<file path="src/rtl/mem_port_arbiter_pkg.sv">
// Shared types for the unified memory port arbiter.
// Imported by the arbiter top.
package mem_port_arbiter_pkg;

   typedef enum logic [1:0] {
      Idle,
      InstBusy,
      DataBusy,
      InstDrop
   } arb_state_t;

   typedef enum logic {
      OwnerInst,
      OwnerData
   } arb_owner_t;

   localparam int CNT_W = 4;

endpackage

</file>
<file path="src/rtl/mem_port_arbiter.sv">
// Arbitrates the single memory port between instruction fetch and data access.
// Data has priority, bounded by a starvation counter that forces an inst grant.
module mem_port_arbiter
   import mem_port_arbiter_pkg::*;
#(
   parameter int DATA_SIZE    = 32,
   parameter int ADDR_SIZE    = 32,
   parameter int BYTE_NUM     = DATA_SIZE / 8,
   parameter int STARVE_LIMIT = 4
) (
   input  logic                 clock,
   input  logic                 reset_n,
   input  logic                 inst_rd_en,
   input  logic [ADDR_SIZE-1:0] inst_addr,
   input  logic                 inst_flush,
   output logic                 inst_ack,
   output logic [DATA_SIZE-1:0] inst_rd_data,
   input  logic                 data_rd_en,
   input  logic                 data_wr_en,
   input  logic [BYTE_NUM-1:0]  data_byte_en,
   input  logic [ADDR_SIZE-1:0] data_addr,
   input  logic [DATA_SIZE-1:0] data_wr_data,
   output logic                 data_ack,
   output logic [DATA_SIZE-1:0] data_rd_data,
   output logic                 mem_rd_en,
   output logic                 mem_wr_en,
   output logic [BYTE_NUM-1:0]  mem_byte_en,
   output logic [ADDR_SIZE-1:0] mem_addr,
   output logic [DATA_SIZE-1:0] mem_wr_data,
   input  logic [DATA_SIZE-1:0] mem_rd_data,
   input  logic                 mem_ack,
   output logic                 wait_if,
   output logic                 wait_mem
);

   localparam logic [CNT_W-1:0] LIMIT = CNT_W'(STARVE_LIMIT);

   arb_state_t           state_q;
   logic [CNT_W-1:0]     cnt_q, cnt_d;
   logic                 rd_q, wr_q;
   logic [BYTE_NUM-1:0]  be_q;
   logic [ADDR_SIZE-1:0] addr_q;
   logic [DATA_SIZE-1:0] wd_q;

   logic       data_req;
   logic       inst_elig;
   logic       arb_en;
   logic       gnt_vld;
   arb_owner_t gnt_own;

   assign data_req  = data_rd_en | data_wr_en;
   assign inst_elig = inst_rd_en & ~inst_flush;
   // Busy states re-arbitrate on the ack cycle so grants run back to back.
   assign arb_en    = (state_q == Idle) | mem_ack;

   always_comb begin
      gnt_vld = 1'b1;
      gnt_own = OwnerData;
      if (data_req && (cnt_q < LIMIT)) begin
         gnt_own = OwnerData;
      end else if (inst_elig) begin
         gnt_own = OwnerInst;
      end else if (data_req) begin
         gnt_own = OwnerData;
      end else begin
         gnt_vld = 1'b0;
      end
   end

   always_comb begin
      cnt_d = cnt_q;
      if (arb_en && gnt_vld) begin
         if (gnt_own == OwnerInst) begin
            cnt_d = '0;
         end else if (inst_elig && (cnt_q < LIMIT)) begin
            cnt_d = cnt_q + CNT_W'(1);
         end
      end
   end

   always_ff @(posedge clock or negedge reset_n) begin
      if (!reset_n) begin
         state_q <= Idle;
         cnt_q   <= '0;
         rd_q    <= 1'b0;
         wr_q    <= 1'b0;
         be_q    <= '0;
         addr_q  <= '0;
         wd_q    <= '0;
      end else begin
         cnt_q <= cnt_d;
         if (arb_en) begin
            if (!gnt_vld) begin
               state_q <= Idle;
               rd_q    <= 1'b0;
               wr_q    <= 1'b0;
               be_q    <= '0;
               addr_q  <= '0;
               wd_q    <= '0;
            end else if (gnt_own == OwnerInst) begin
               state_q <= InstBusy;
               rd_q    <= 1'b1;
               wr_q    <= 1'b0;
               be_q    <= '1;
               addr_q  <= inst_addr;
               wd_q    <= '0;
            end else begin
               state_q <= DataBusy;
               rd_q    <= ~data_wr_en;
               wr_q    <= data_wr_en;
               be_q    <= data_wr_en ? data_byte_en : '1;
               addr_q  <= data_addr;
               wd_q    <= data_wr_en ? data_wr_data : '0;
            end
         end else if ((state_q == InstBusy) && inst_flush) begin
            state_q <= InstDrop;
         end
      end
   end

   assign mem_rd_en    = rd_q;
   assign mem_wr_en    = wr_q;
   assign mem_byte_en  = be_q;
   assign mem_addr     = addr_q;
   assign mem_wr_data  = wd_q;

   assign inst_ack     = (state_q == InstBusy) & mem_ack & ~inst_flush;
   assign data_ack     = (state_q == DataBusy) & mem_ack;
   assign inst_rd_data = mem_rd_data;
   assign data_rd_data = mem_rd_data;

   assign wait_if      = inst_rd_en & ~inst_ack & ~inst_flush;
   assign wait_mem     = data_req & ~data_ack;

endmodule
</file>
<file path="config.mk">
export PLATFORM = sky130hd
export DESIGN_NAME = mem_port_arbiter
export DESIGN_NICKNAME = d
export VERILOG_FILES = /design/src/rtl/mem_port_arbiter_pkg.sv /design/src/rtl/mem_port_arbiter.sv
export SDC_FILE = /design/constraint.sdc
export NUM_CORES = 1
export LEC_CHECK = 0
export BUFFER_PORTS_ARGS = -buffer_cell sky130_fd_sc_hd__buf_2
export CAP_MARGIN = 5
export CORE_ASPECT_RATIO = 0.5
export CORE_MARGIN = 2
export CORE_UTILIZATION = 41
export DETAILED_ROUTE_END_ITERATION = 8
export GPL_TIMING_DRIVEN = 0
export HOLD_SLACK_MARGIN = 0.15
export MAX_ROUTING_LAYER = met4
export PLACE_DENSITY = 0.91
export SETUP_SLACK_MARGIN = 0.3
export SYNTH_ARGS = -nofsm -noshare
export SYNTH_HDL_FRONTEND = slang
export SYNTH_SLANG_ARGS = --single-unit
</file>
<file path="constraint.sdc">
create_clock -name clock -period 1.6 [get_ports clock]
set_input_delay 0.16 -clock clock [delete_from_list [all_inputs] [get_ports clock]]
set_output_delay 0.16 -clock clock [all_outputs]
set_load 0.01 [all_outputs]
</file>
Word level (Yosys, flattened, before mapping)
Index checks and enable logic that the tools add are counted.

Flip-flop bits (word level): 76. Output and inout port bits: 138. Logic and storage cells: 55.

Add/sub/neg operators: 1. $lt $le $gt $ge: 1. Equality and inequality tests: 3. Mux-type cells: 23. Bitwise gates (word level): 13. Reduce and logical (&&, ||, !) cells: 7.

Operators with widths (count): $mux 32 (5); $mux 4 (5); $mux 1 (9); $mux 2 (4); $and 1x1->1 (7); $add 4x1->4 const B (1); $logic_and 1x1->1 (4); $lt 4x3->1 const B (1); $not 1->1 (4); $eq 2x1->1 const B (1); $eq 2x2->1 const B (1); $logic_not 2->1 (1); $ne 2x1->1 const B (1); $or 1x1->1 (2); $reduce_and 2->1 (1); $reduce_bool 2->1 (1).

Longest topological paths before layout
Gate-level depths: netlist (run 1).

Depth in word-level cells: 7. Gate-level depth with buffers: 5.

Worst setup path before layout (run 1)
Ideal clock, no wire load.

Path type: register -> register. From: register cnt_q[3]. To: register wd_q[0], in the netlist mem_wr_data[0]. Library setup time: 0.083 ns. Arrival: 1.187 ns. Data required time: 1.517 ns. Slack: 0.330 ns. Cell stages (with the launch flop): 6. Period minus slack after synthesis: 1.270 ns. Cells stage by stage: dfrtp_1 > nor2_1 > o21ai_0 > buf_4 > clkbuf_2 > o21ai_0.

Cells in the longest elaborated chain, start to end: 5. Elaborated cells between the ends (all ways): 6. Those cells by class: 1 x order compare; 4 x mux; 1 x reduce/logical.

RTL lines: from (decl) (line mem_port_arbiter.sv:39) `logic [CNT_W-1:0] cnt_q, cnt_d;`; from (signal assigned) (line mem_port_arbiter.sv:91) `cnt_q <= cnt_d;`; $lt 4x3->1 * (line mem_port_arbiter.sv:59) `if (data_req && (cnt_q < LIMIT)) begin`; $logic_and 1x1->1 * (line mem_port_arbiter.sv:59); $mux 1 (line mem_port_arbiter.sv:59); $mux 32 (line mem_port_arbiter.sv:100) `end else if (gnt_own == OwnerInst) begin`; $mux 32 * (line mem_port_arbiter.sv:93) `if (!gnt_vld) begin`; to (signal assigned) (line mem_port_arbiter.sv:113) `wd_q <= data_wr_en ? data_wr_data : '0;`; to (decl) (line mem_port_arbiter.sv:43) `logic [DATA_SIZE-1:0] wd_q;`.

Every way passes the cells marked *; elsewhere a longest branch is shown, timed or not. A chain may end at the register's enable or synchronous reset.

Final worst setup path (run 1)
From: register cnt_q[3]. To: register addr_q[31], in the netlist mem_addr[31].

Cells in the longest elaborated chain, start to end: 5. Elaborated cells between the ends (all ways): 6. Those cells by class: 1 x order compare; 4 x mux; 1 x reduce/logical.

RTL lines: $lt 4x3->1 * (line mem_port_arbiter.sv:59); $logic_and 1x1->1 * (line mem_port_arbiter.sv:59); $mux 1 (line mem_port_arbiter.sv:59); $mux 32 (line mem_port_arbiter.sv:100); $mux 32 * (line mem_port_arbiter.sv:93); to (signal assigned) (line mem_port_arbiter.sv:105) `addr_q <= inst_addr;`; to (signal assigned) (line mem_port_arbiter.sv:112) `addr_q <= data_addr;`; to (decl) (line mem_port_arbiter.sv:42) `logic [ADDR_SIZE-1:0] addr_q;`.

Marks and branches as above.

==> key figures, run 1 <==
Outcome
  – Outcome: complete, but fails checks
  – Failing checks: DRC, setup timing

Setup path
  – R2R cell count: 6
  – Crit Path Class: flip-flop to flip-flop
  – Capture point of the worst path: mem_addr[31]$_DFFE_PN0N_
  – Crit path from: cnt_q[3]$_DFFE_PN0P_
  – CP Max Fanout: 7
  – Critical path required time: 1.81 ns
  – CP startpoint kind: flip-flop
  – Type of destination of the critical path: flip-flop
  – Arrival time at the worst endpoint: 1.84 ns
  – Reg-to-Reg Start: cnt_q[3]$_DFFE_PN0P_
  – R2R setup slack: -0.02 ns
  – RR Endpoint: mem_addr[31]$_DFFE_PN0N_

Clock network
  – Clk sink count: between 70 and 80
  – Num CTS Buffers: 9
  – # H-tree levels: 3
  – Maximum root-to-sink buffer count: 2
  – Root buffer cell: clkbuf_16
  – Worst skew pair latency: 0.35 ns
  – Worst-path clk slew: 0.06 ns
  – CTS tree: built

Routing
  – Iter 0 DRT Violations: 702
  – Via count: 5323
  – Via-to-Cell Ratio: approximately 6
  – DRC violations left: 24
  – 1st-pass router iterations: 8
  – Routed WL: 21670 um
  – Post-DRT Antenna Nets: 0
  – Routed len/inst: 23.97 um

STA
  – # setup viols final: 1
  – Crit path time final: 1.623 ns
  – Tcrit/Tclk final: 101.4%
  – Final worst slack: -0.02260 ns
  – RSZ-0062 raised after global routing: true
  – Slew Limit Fails: 0
  – Worst-Margin Slew: about 0.55 ns
  – Final setup TNS: -0.02260 ns
  – Max-slew headroom: 63.41%
  – Setup Skew: 0.01057 ns
  – Worst hold slack: 0.1363 ns
  – Highest clock rate: 616.3 MHz
  – Hold Violations, Final: 0

Floorplan
  – Area of the core: 8859 um^2
  – I/O Pins: 277
  – Die Wd: 140.1 um
  – Rows: 24
  – Die Area: approximately 10000 um^2
  – Initial Utilization: between 40% and 50%
  – DIE HEIGHT: 72.05 um

Logic synthesis
  – Netlist cell types: 30
  – Cells after Synth: 404
  – Yosys reg bits: 76
  – Mapped Nets: 544
  – Register area share after synthesis: roughly half
  – Cell area after synthesis: approximately 3800 um^2
  – Synth warn: 0
  – Avg Cell Area, Syn: 9.399 um^2

Final layout
  – Commonest cells after routing, fill and taps aside: buf_2, dlygate4sd3_1, buf_4
  – Most common cell after layout, fill and taps aside: buf_2
  – Final cell count without fillers: 904
  – Final core occ: between 80% and 90%
  – Syn-to-layout area delta: 95.12%
  – Share of cells above drive strength 1: 58.88%
  – Nets: 918
  – Final design area excluding fillers: 7410 um^2

Min path
  – Worst min-delay path class: input port to flip-flop
  – HP Start: data_addr[27]
  – Worst hold path depth: 3

GRT
  – Vias in the first global route: 5140
  – Top Usage Layer GRT: met2
  – Largest net degree at the start of global routing: 40
  – Met1 Track Usage GR: 35.00%
  – GRT Resource Usage Total: 34.46%
  – Routing usage on met2: 58.24%
  – Met3 Use GR: 9.175%
  – First-pass GRT wire length: 25990 um
  – Grt ovf: 0
  – Initial antenna violation count: 2

Pwr
  – Worst vdd ir: ~0.67 mV
  – Switching share of power: between 30% and 40%
  – Logic pwr share: roughly two fifths
  – Switch Pwr: about 2.8 mW
  – Clock power frac: approximately 25%
  – Total Power: 7.646 mW
  – Leakage: 3.800 nW
  – P_int: about 4.8 mW
  – Power Density: around 1000 nW/um^2
  – Flop pwr share: 34.9%

Placed design
  – Dpl ws: 0.03870 ns
  – Placed Instances: 766
  – DP Wirelength: 8459 um
  – Placer congestion estimate: 0.8332
  – Placement Cell Area: 5187 um^2
  – PortBufs: 244

Flow run
  – Max-cap viol count: 0
power by group through the flow:
stage | logic, mW | clock network (mW) | registers (mW)
CTS | 2.26 | 1.84 | 2.50
global route | 3.15 | 2.01 | 2.68
finish | 3.06 | 1.92 | 2.67
global placement | 1.75 | 0 | 2.49
floorplan | 0.836 | 0 | 2.66
detailed placement | 1.80 | 0 | 2.52
cell usage after synthesis, drive strengths merged:
| library cell | instances | area share, % |
|---|---|---|
| a21oi | 6 | 1.1 |
| a22o | 1 | 0.23 |
| a31oi | 1 | 0.16 |
| and2 | 1 | 0.16 |
| and3 | 1 | 0.16 |
| buf | 71 | 14 |
| clkbuf | 14 | 1.5 |
| dfrtp | 76 | 50 |
| ha | 1 | 0.33 |
| inv | 2 | 0.20 |
| mux2i | 32 | 8.4 |
| nand2 | 107 | 11 |
| nand2b | 1 | 0.16 |
| nand3 | 1 | 0.13 |
| nor2 | 10 | 0.99 |
| nor2b | 1 | 0.16 |
| nor3 | 1 | 0.13 |
| nor4b | 1 | 0.23 |
| o21ai | 72 | 9.9 |
| o21ba | 1 | 0.26 |
| o21bai | 1 | 0.30 |
| o22ai | 1 | 0.16 |
| or2 | 1 | 0.23 |
repair_timing:
action | in CTS | in global routing
setup buffers | 12 | 4
endpoints found under the hold margin | 103 | 0
endpoints found under the setup margin | 79 | 79
gates cloned | 3 | 4
hold buffers | 95 | 0
resized for setup | 64 | 159
pin swaps | 8 | 15
final cells by class:
| cell class | instances | area (um^2) |
|---|---|---|
| antenna | 4 | 10.01 |
| buffer | 85 | 757.0 |
| clock buffer | 14 | 254.0 |
| clock inverter | 2 | 10.01 |
| fill | 404 | 1449 |
| inverter | 2 | 10.01 |
| multi-input combinational | 241 | 1779 |
| sequential | 76 | 1906 |
| tap | 117 | 146.4 |
| timing repair buffer | 363 | 2537 |
registers in the layout, indices dropped and copies added (netlist names):
name	flops
mem_addr	32
mem_wr_data	32
cnt_q	4
mem_byte_en	4
state_q	2
mem_rd_en	1
mem_wr_en	1
cells by family (layout without fill, tap and decap cells):
| family | after synthesis | after routing | share of synthesized area, % |
|---|---|---|---|
| and+or+nand+nor | 125 | 125 | 12.95 |
| buffers and inverters | 87 | 466 | 16.11 |
| AOI/OAI and AO/OA | 83 | 83 | 12.09 |
| DFF | 76 | 76 | 50.08 |
| muxes | 32 | 32 | 8.435 |
| adders and majority gates | 1 | 1 | 0.3294 |
| other | 0 | 4 | 0 |
worst min path at each step:
stage                                  end
3_5_place_dp    mem_wr_data[2]$_DFFE_PN0N_
6_report          mem_addr[27]$_DFFE_PN0N_
5_1_grt           mem_addr[27]$_DFFE_PN0N_
3_3_place_gp   mem_wr_data[29]$_DFFE_PN0N_
4_1_cts           mem_addr[13]$_DFFE_PN0N_
2_1_floorplan         cnt_q[0]$_DFFE_PN0P_
layer usage:
metal	share of wire [%]	vias to the layer above	wire length [um]
li1	-	2032	-
met1	33	2380	7059
met2	44	655	9528
met3	13	256	2872
met4	10	0	2205
met5	0	-	0
worst max-delay path: stages (launching register included):
cell     delay [ns]
dfrtp_2        0.44
nor2_4         0.17
a21oi_4        0.09
buf_12         0.18
buf_12         0.15
mux2i_2        0.15
o21ai_1        0.31
(Power assumes the default switching activity.)
==> run 2: changes to the inputs <==
--- a/config.mk
+++ b/config.mk
@@ -14,7 +14,7 @@
 export GPL_TIMING_DRIVEN = 0
 export HOLD_SLACK_MARGIN = 0.15
 export MAX_ROUTING_LAYER = met4
-export PLACE_DENSITY = 0.91
+export PLACE_DENSITY = 0.87
 export SETUP_SLACK_MARGIN = 0.3
 export SYNTH_ARGS = -nofsm -noshare
 export SYNTH_HDL_FRONTEND = slang
==> key figures, run 2 (synthesis gave the netlist of run 1 again) <==
Final layout
  – Commonest cells after routing, fill and taps aside: buf_2, dlygate4sd3_1, buf_4
  – Most common cell after layout, fill and taps aside: buf_2
  – Nets: 930 (+1.3%)
  – Syn-to-layout area delta: 103.1%
  – Final cell count without fillers: 913 (+1.0%)
  – Final design area excluding fillers: 7711 um^2 (+4.1%)
  – Share of cells above drive strength 1: 61.64% (+2.8 points)

Min path
  – Worst min-delay path class: input port to flip-flop

GRT
  – Grt ovf: 0 (unchanged)
  – GRT Resource Usage Total: 35.43% (+0.97 points)
  – Initial antenna violation count: 1 (-1)
  – Largest net degree at the start of global routing: 65 (+63%)
  – Vias in the first global route: 5050 (-1.8%)
  – First-pass GRT wire length: 26440 um (+1.8%)

Routing
  – Routed WL: 21620 um (-0.20%)
  – 1st-pass router iterations: 9 (+1)
  – Routed len/inst: 23.68 um (-1.2%)
  – Via-to-Cell Ratio: 5.794 (-1.6%)
  – Via count: 5290 (-0.62%)
  – Post-DRT Antenna Nets: 0 (unchanged)
  – DRC violations left: 11 (-54%)
  – Iter 0 DRT Violations: 740 (+5.4%)

Floorplan
  – I/O Pins: 277 (unchanged)
  – DIE HEIGHT: 72.05 um (unchanged)
  – Area of the core: 8859 um^2 (unchanged)
  – Initial Utilization: 42.87% (unchanged)
  – Rows: 24 (unchanged)
  – Die Area: 10090 um^2 (unchanged)
  – Die Wd: 140.1 um (unchanged)

STA
  – RSZ-0062 raised after global routing: true
  – Setup Skew: 0.01472 ns (+0.004155 ns)
  – Highest clock rate: 619.4 MHz (+0.51%)
  – Max-slew headroom: 63.63% (+0.21 points)
  – Worst-Margin Slew: 0.5436 ns (-0.005225 ns)
  – Final worst slack: -0.01435 ns (+0.008252 ns)
  – # setup viols final: 1 (unchanged)
  – Tcrit/Tclk final: 100.9% (-0.52 points)
  – Hold Violations, Final: 0 (unchanged)
  – Crit path time final: 1.614 ns (-0.008252 ns)
  – Slew Limit Fails: 0 (unchanged)

Outcome
  – Failing checks: DRC, setup timing
  – Outcome: complete, but fails checks

Setup path
  – CP cell instances: nor2_4, a21oi_4, buf_12, bufbuf_16, mux2i_4, o21ai_2
  – CP Buf/Inv Count: 2 (unchanged)
  – Slowest stage delay, CP: 0.41 ns (-0.03 ns)
  – CP startpoint kind: flip-flop
  – Crit Path Class: flip-flop to flip-flop
  – R2R setup slack: -0.01 ns (about the same)
  – CP top delay family: buffers and inverters
  – Critical-path top delay cell: dfrtp_1
  – CP Max Fanout: 6 (-1)
  – Critical path required time: 1.84 ns (+0.03 ns)
  – Type of destination of the critical path: flip-flop
  – Arrival time at the worst endpoint: 1.85 ns (about the same)

Placed design
  – Placed Instances: 766 (unchanged)
  – PortBufs: 244 (unchanged)
  – Placer congestion estimate: 0.8250 (-0.98%)
  – Dpl ws: 0.05079 ns (+0.01209 ns)
  – Placement Cell Area: 5195 um^2 (+0.14%)
  – DP Wirelength: 8732 um (+3.2%)

Pwr
  – Power Density: 1045 nW/um^2 (+1.3%)
  – Switch Pwr: 2.915 mW (+2.8%)
  – Logic pwr share: 40.5% (+0.5 points)
  – Flop pwr share: 32.4% (-2.5 points)
  – Switching share of power: 36.17% (-0.92 points)
  – P_int: 5.144 mW (+6.9%)
  – Clock power frac: 27.1% (+2.0 points)
  – Leakage: 3.882 nW (+2.2%)
  – Worst vdd ir: 0.7530 mV (+13%)

Clock network
  – Num CTS Buffers: 9 (unchanged)
  – Worst skew pair latency: 0.35 ns (about the same)
  – Clk sink count: 76 (unchanged)
  – # H-tree levels: 3 (unchanged)
  – Worst-path clk slew: 0.07 ns (about the same)
  – Maximum root-to-sink buffer count: 2 (unchanged)
  – Root buffer cell: clkbuf_16
  – CTS tree: built

Flow run
  – Max-cap viol count: 0 (unchanged)
## run 2: cell count changes in the layout (fill, tap and decap cells not counted), sizes merged
cell / previous run / this run
buf: 343 / 347
bufbuf: 0 / 2
bufinv: 0 / 1
clkinv: 2 / 0
clkinvlp: 0 / 2
diode: 4 / 1
dlygate4sd3: 95 / 100
## run 2: final cells by class
cell class	instances	area [um^2]
timing repair buffer	375	2681
sequential	76	1904
multi-input combinational	241	1892
fill	369	1147
buffer	85	772.0
clock buffer	13	260.3
tap	117	146.4
clock inverter	3	45.04
inverter	2	7.507
antenna	1	2.502
## run 2: repair_timing
item,in CTS,in global routing
gates resized for setup,79,182
hold buffers,98,2
gates cloned,6,3
buffers inserted,10,11
pin swaps,5,59
endpoints found under the setup margin,78,80
endpoints found under the hold margin,144,2
## run 2: final timing paths
path | from | cells after the start | end
worst max-delay path | cnt_q[3]$_DFFE_PN0P_ | 6 | mem_addr[4]$_DFFE_PN0N_
worst min-delay path | inst_addr[0] | 3 | mem_addr[0]$_DFFE_PN0N_
worst max register to register | cnt_q[3]$_DFFE_PN0P_ | 6 | mem_addr[4]$_DFFE_PN0N_
worst min register to register | mem_addr[29]$_DFFE_PN0N_ | 2 | mem_addr[29]$_DFFE_PN0N_
max in group asynchronous | reset_n | 3 | state_q[0]$_DFFE_PN0P_
min in group asynchronous | reset_n | 2 | mem_addr[30]$_DFFE_PN0N_
## run 2: power by group through the flow
| stage | combinational (mW) | sequential [mW] | clock, mW |
|---|---|---|---|
| floorplan | 0.836 | 2.66 | 0 |
| global placement | 1.75 | 2.49 | 0 |
| detailed placement | 1.81 | 2.51 | 0 |
| CTS | 2.36 | 2.49 | 2.07 |
| global route | 3.37 | 2.63 | 2.24 |
| finish | 3.27 | 2.61 | 2.18 |
## run 2: per-layer routing
metal	GRT usage [%]	up-vias	wire, um
met5	-	-	0
met4	22.56	0	1789
met3	9.373	200	2430
met2	62.67	591	9993
met1	35.93	2456	7409
li1	-	2043	-
## run 2: stage by stage
stage	hold WS, ns	power [mW]	util [%]	setup TNS, ns
global placement	0.4025	4.239	58.31	-8.475
floorplan	-0.1356	3.501	-	0
CTS	0.1544	6.928	78.40	0
detailed placement	0.02585	4.320	58.64	0
global route	0.2113	8.234	87.05	-0.05551
finish	0.1993	8.059	87.05	-0.01435
## run 2: worst register-to-register path: stages, from the launching register on
cell       delay (ns)
dfrtp_1          0.41
nor2_4           0.18
a21oi_4          0.08
buf_12           0.17
bufbuf_16        0.28
mux2i_4          0.20
o21ai_2          0.21
==> run 3: changes to the inputs <==
--- a/config.mk
+++ b/config.mk
@@ -5,16 +5,17 @@
 export SDC_FILE = /design/constraint.sdc
 export NUM_CORES = 1
 export LEC_CHECK = 0
+export ABC_AREA = 1
 export BUFFER_PORTS_ARGS = -buffer_cell sky130_fd_sc_hd__buf_2
 export CAP_MARGIN = 5
 export CORE_ASPECT_RATIO = 0.5
 export CORE_MARGIN = 2
-export CORE_UTILIZATION = 41
+export CORE_UTILIZATION = 43
 export DETAILED_ROUTE_END_ITERATION = 8
 export GPL_TIMING_DRIVEN = 0
 export HOLD_SLACK_MARGIN = 0.15
 export MAX_ROUTING_LAYER = met4
-export PLACE_DENSITY = 0.87
+export PLACE_DENSITY_LB_ADDON = 0.25
 export SETUP_SLACK_MARGIN = 0.3
 export SYNTH_ARGS = -nofsm -noshare
 export SYNTH_HDL_FRONTEND = slang
==> key figures, run 3 <==
Outcome
  – Outcome: finished clean

Routing
  – Via-to-Cell Ratio: 4.668 (-19%)
  – Routed len/inst: 14.18 um (-40%)
  – 1st-pass router iterations: 4 (-5)
  – Via count: 4859 (-8.1%)
  – Post-DRT Antenna Nets: 0 (unchanged)
  – Iter 0 DRT Violations: 238 (-68%)
  – Routed WL: 14760 um (-32%)
  – DRC violations left: 0 (-11)

Min path
  – HP Start: data_wr_en
  – Worst min-delay path class: input port to flip-flop

Setup path
  – Critical path required time: 1.44 ns (-0.40 ns)
  – Reg-to-Reg Start: state_q[0]$_DFFE_PN0P_
  – Crit Path Class: flip-flop to output port
  – Crit path from: state_q[0]$_DFFE_PN0P_
  – CP startpoint kind: flip-flop
  – Arrival time at the worst endpoint: 1.24 ns (-0.61 ns)
  – CP Max Fanout: 5 (-1)
  – Type of destination of the critical path: output port

Floorplan
  – I/O Pins: 277 (unchanged)
  – Die Area: 10640 um^2 (+5.4%)
  – Area of the core: 9478 um^2 (+7.0%)
  – Die Wd: 143.9 um (+2.7%)
  – Rows: 25 (+4.2%)
  – Initial Utilization: 44.40% (+1.5 points)
  – DIE HEIGHT: 73.95 um (+2.6%)

STA
  – Hold Violations, Final: 0 (unchanged)
  – Setup Skew: 0.009875 ns (-0.004846 ns)
  – Slew Limit Fails: 0 (unchanged)
  – Highest clock rate: 712.4 MHz (+15%)
  – RSZ-0062 raised after global routing: true
  – Final setup TNS: 0 ns (+0.01435 ns)
  – Crit path time final: 1.404 ns (-0.2105 ns)
  – # setup viols final: 0 (-1)
  – Worst-Margin Slew: 0.4989 ns (-0.04461 ns)
  – Max-slew headroom: 66.74% (+3.1 points)
  – Tcrit/Tclk final: 87.74% (-13 points)

Final layout
  – Syn-to-layout area delta: 73.62%
  – Most common cell after layout, fill and taps aside: buf_2
  – Share of cells above drive strength 1: 46.96% (-15 points)
  – Nets: 1040 (+12%)
  – Final design area excluding fillers: 7306 um^2 (-5.3%)
  – Commonest cells after routing, fill and taps aside: buf_2, nand2_1, dfrtp_1

Logic synthesis
  – Cell area after synthesis: 4208 um^2 (+11%)
  – Post-synth top area share: 45.20% (-4.9 points)
  – Synth warn: 0 (unchanged)
  – Mapped Nets: 696 (+28%)
  – Register area share after synthesis: 45.20% (-4.9 points)
  – Most common cell in the netlist: nand2_1
  – Netlist cell types: 18 (-40%)
  – Synth top cells by count: nand2_1, dfrtp_1, inv_1, nand3_1, buf_4
  – Yosys top cell by area: dfrtp_1
  – Number of synthesized flops with an enable pin: 0 (unchanged)
  – Cells after Synth: 556 (+38%)
  – Async set-reset flop share out of synthesis: 100.0% (unchanged)
  – Avg Cell Area, Syn: 7.568 um^2 (-19%)
  – Ys flop type: dfrtp_1
  – Yosys reg bits: 76 (unchanged)
  – Top cells by area, synth: dfrtp_1, nand2_1, buf_4

Clock network
  – Num CTS Buffers: 9 (unchanged)
  – Clk sink count: 76 (unchanged)
  – Worst skew pair latency: 0.33 ns (-0.02 ns)
  – # H-tree levels: 3 (unchanged)
  – Worst-path clk slew: 0.06 ns (about the same)
  – Root buffer cell: clkbuf_16
  – Maximum root-to-sink buffer count: 2 (unchanged)
  – CTS tree: built

Placed design
  – Placement Cell Area: 5623 um^2 (+8.2%)
  – Placer congestion estimate: 0.7838 (-5.0%)
  – PortBufs: 243 (-0.41%)
  – DP Wirelength: 9296 um (+6.5%)

Pwr
  – Clock power frac: 28.0% (+0.9 points)
  – P_int: 5.186 mW (+0.81%)
  – Logic pwr share: 38.6% (-1.9 points)
  – Flop pwr share: 33.4% (+1.0 points)
  – Power Density: 1063 nW/um^2 (+1.7%)
  – Switch Pwr: 2.578 mW (-12%)
  – Worst vdd ir: 0.5799 mV (-23%)
  – Switching share of power: 33.20% (-3.0 points)
  – Leakage: 4.326 nW (+11%)

GRT
  – First-pass GRT wire length: 20800 um (-21%)
  – Initial antenna violation count: 1 (unchanged)
  – Grt ovf: 0 (unchanged)
  – Vias in the first global route: 4400 (-13%)
  – Largest net degree at the start of global routing: 60 (-7.7%)
  – GRT Resource Usage Total: 25.93% (-9.5 points)

Flow run
  – Max-cap viol count: 0 (unchanged)
-- run 3: cell types whose count changed in the layout (fill, tap and decap cells not counted), moves of 8 or more --
| cell | before | now |
|---|---|---|
| dlygate4sd3_1 | 100 | 68 |
| nand4_1 | 0 | 33 |
| o21ai_2 | 44 | 0 |
| inv_1 | 0 | 70 |
| nand2_4 | 24 | 1 |
| clkbuf_8 | 9 | 1 |
| o21ai_1 | 24 | 1 |
| nand3_2 | 0 | 33 |
| nand2_1 | 75 | 175 |
| mux2i_4 | 10 | 0 |
| nand3_1 | 1 | 38 |
| mux2i_1 | 16 | 0 |
-- run 3: power by group through the flow --
stage	combinational [mW]	clock, mW	sequential (mW)
2_1_floorplan	1.09	0	2.78
3_3_place_gp	2.17	0	2.59
3_5_place_dp	2.22	0	2.59
4_1_cts	2.60	2.20	2.58
5_1_grt	3.25	2.30	2.63
6_report	3.00	2.17	2.59
-- run 3: cell type report --
class,instances,area (um^2)
Multi-Input combinational cell,310,1585
Buffer,95,792.0
Antenna cell,1,2.502
Clock buffer,12,246.5
Tap cell,135,168.9
Timing Repair Buffer,333,2246
Inverter,75,289.0
Sequential cell,76,1903
Fill cell,664,2172
Clock inverter,4,72.57
-- run 3: worst paths after layout --
kind	endpoint	slack, ns	cells past startpoint
worst max-delay path	wait_mem	0.20	3
worst min-delay path	mem_wr_data[11]$_DFFE_PN0N_	0.15	3
worst max register to register	mem_wr_data[0]$_DFFE_PN0N_	0.22	6
worst min register to register	mem_addr[20]$_DFFE_PN0N_	0.46	2
max in group asynchronous	mem_wr_data[0]$_DFFE_PN0N_	0.80	3
min in group asynchronous	mem_addr[20]$_DFFE_PN0N_	0.24	2
-- run 3: layer usage --
layer  vias to the layer above  GRT usage (%)  share of wire, %
met4                         0          6.972               1.8
met2                       208          45.98                52
met3                        25          5.731               6.6
met5                         -              -                 0
met1                      2274          30.43                39
li1                       2352              -                 -
-- run 3: timing repair --
action / CTS / global route
setup buffers: 9 / 4
hold buffers: 68 / 0
resized for setup: 45 / 77
cloned: 3 / 5
hold endpoints to repair: 141 / 0
setup endpoints to repair: 79 / 79
pin swaps: 12 / 99
-- run 3: logic make-up (layout without fill, tap and decap cells) --
logic type                 after synthesis  in the layout  synth area share [%]
and+or+nand+nor                        304            304                 31.34
buffers and inverters                  170            519                 22.21
DFF                                     76             76                 45.20
AOI/OAI and AO/OA                        4              4                0.7434
adders and majority gates                1              1                0.2973
xor gates and xnor gates                 1              1                0.2082
other                                    0              1                     0
-- run 3: metrics by stage --
stage / util, % / hold WS [ns] / setup slack (ns) / instances / power [mW]
3_5_place_dp: 59.33 / 0.05286 / 0.08157 / 935 / 4.819
3_3_place_gp: 59.01 / 0.3892 / -0.1656 / 934 / 4.760
5_1_grt: 77.08 / 0.1745 / 0.1600 / 1041 / 8.181
4_1_cts: 72.53 / 0.1510 / 0.2206 / 1031 / 7.379
6_report: 77.08 / 0.1516 / 0.1962 / 1041 / 7.763
2_1_floorplan: - / -0.1356 / 0.3672 / 556 / 3.870
-- run 3: critical path: stages (launching register included) --
cell and delay [ns]:
dfrtp_2 0.47, nor3_4 0.24, nor2_1 0.06, buf_2 0.14
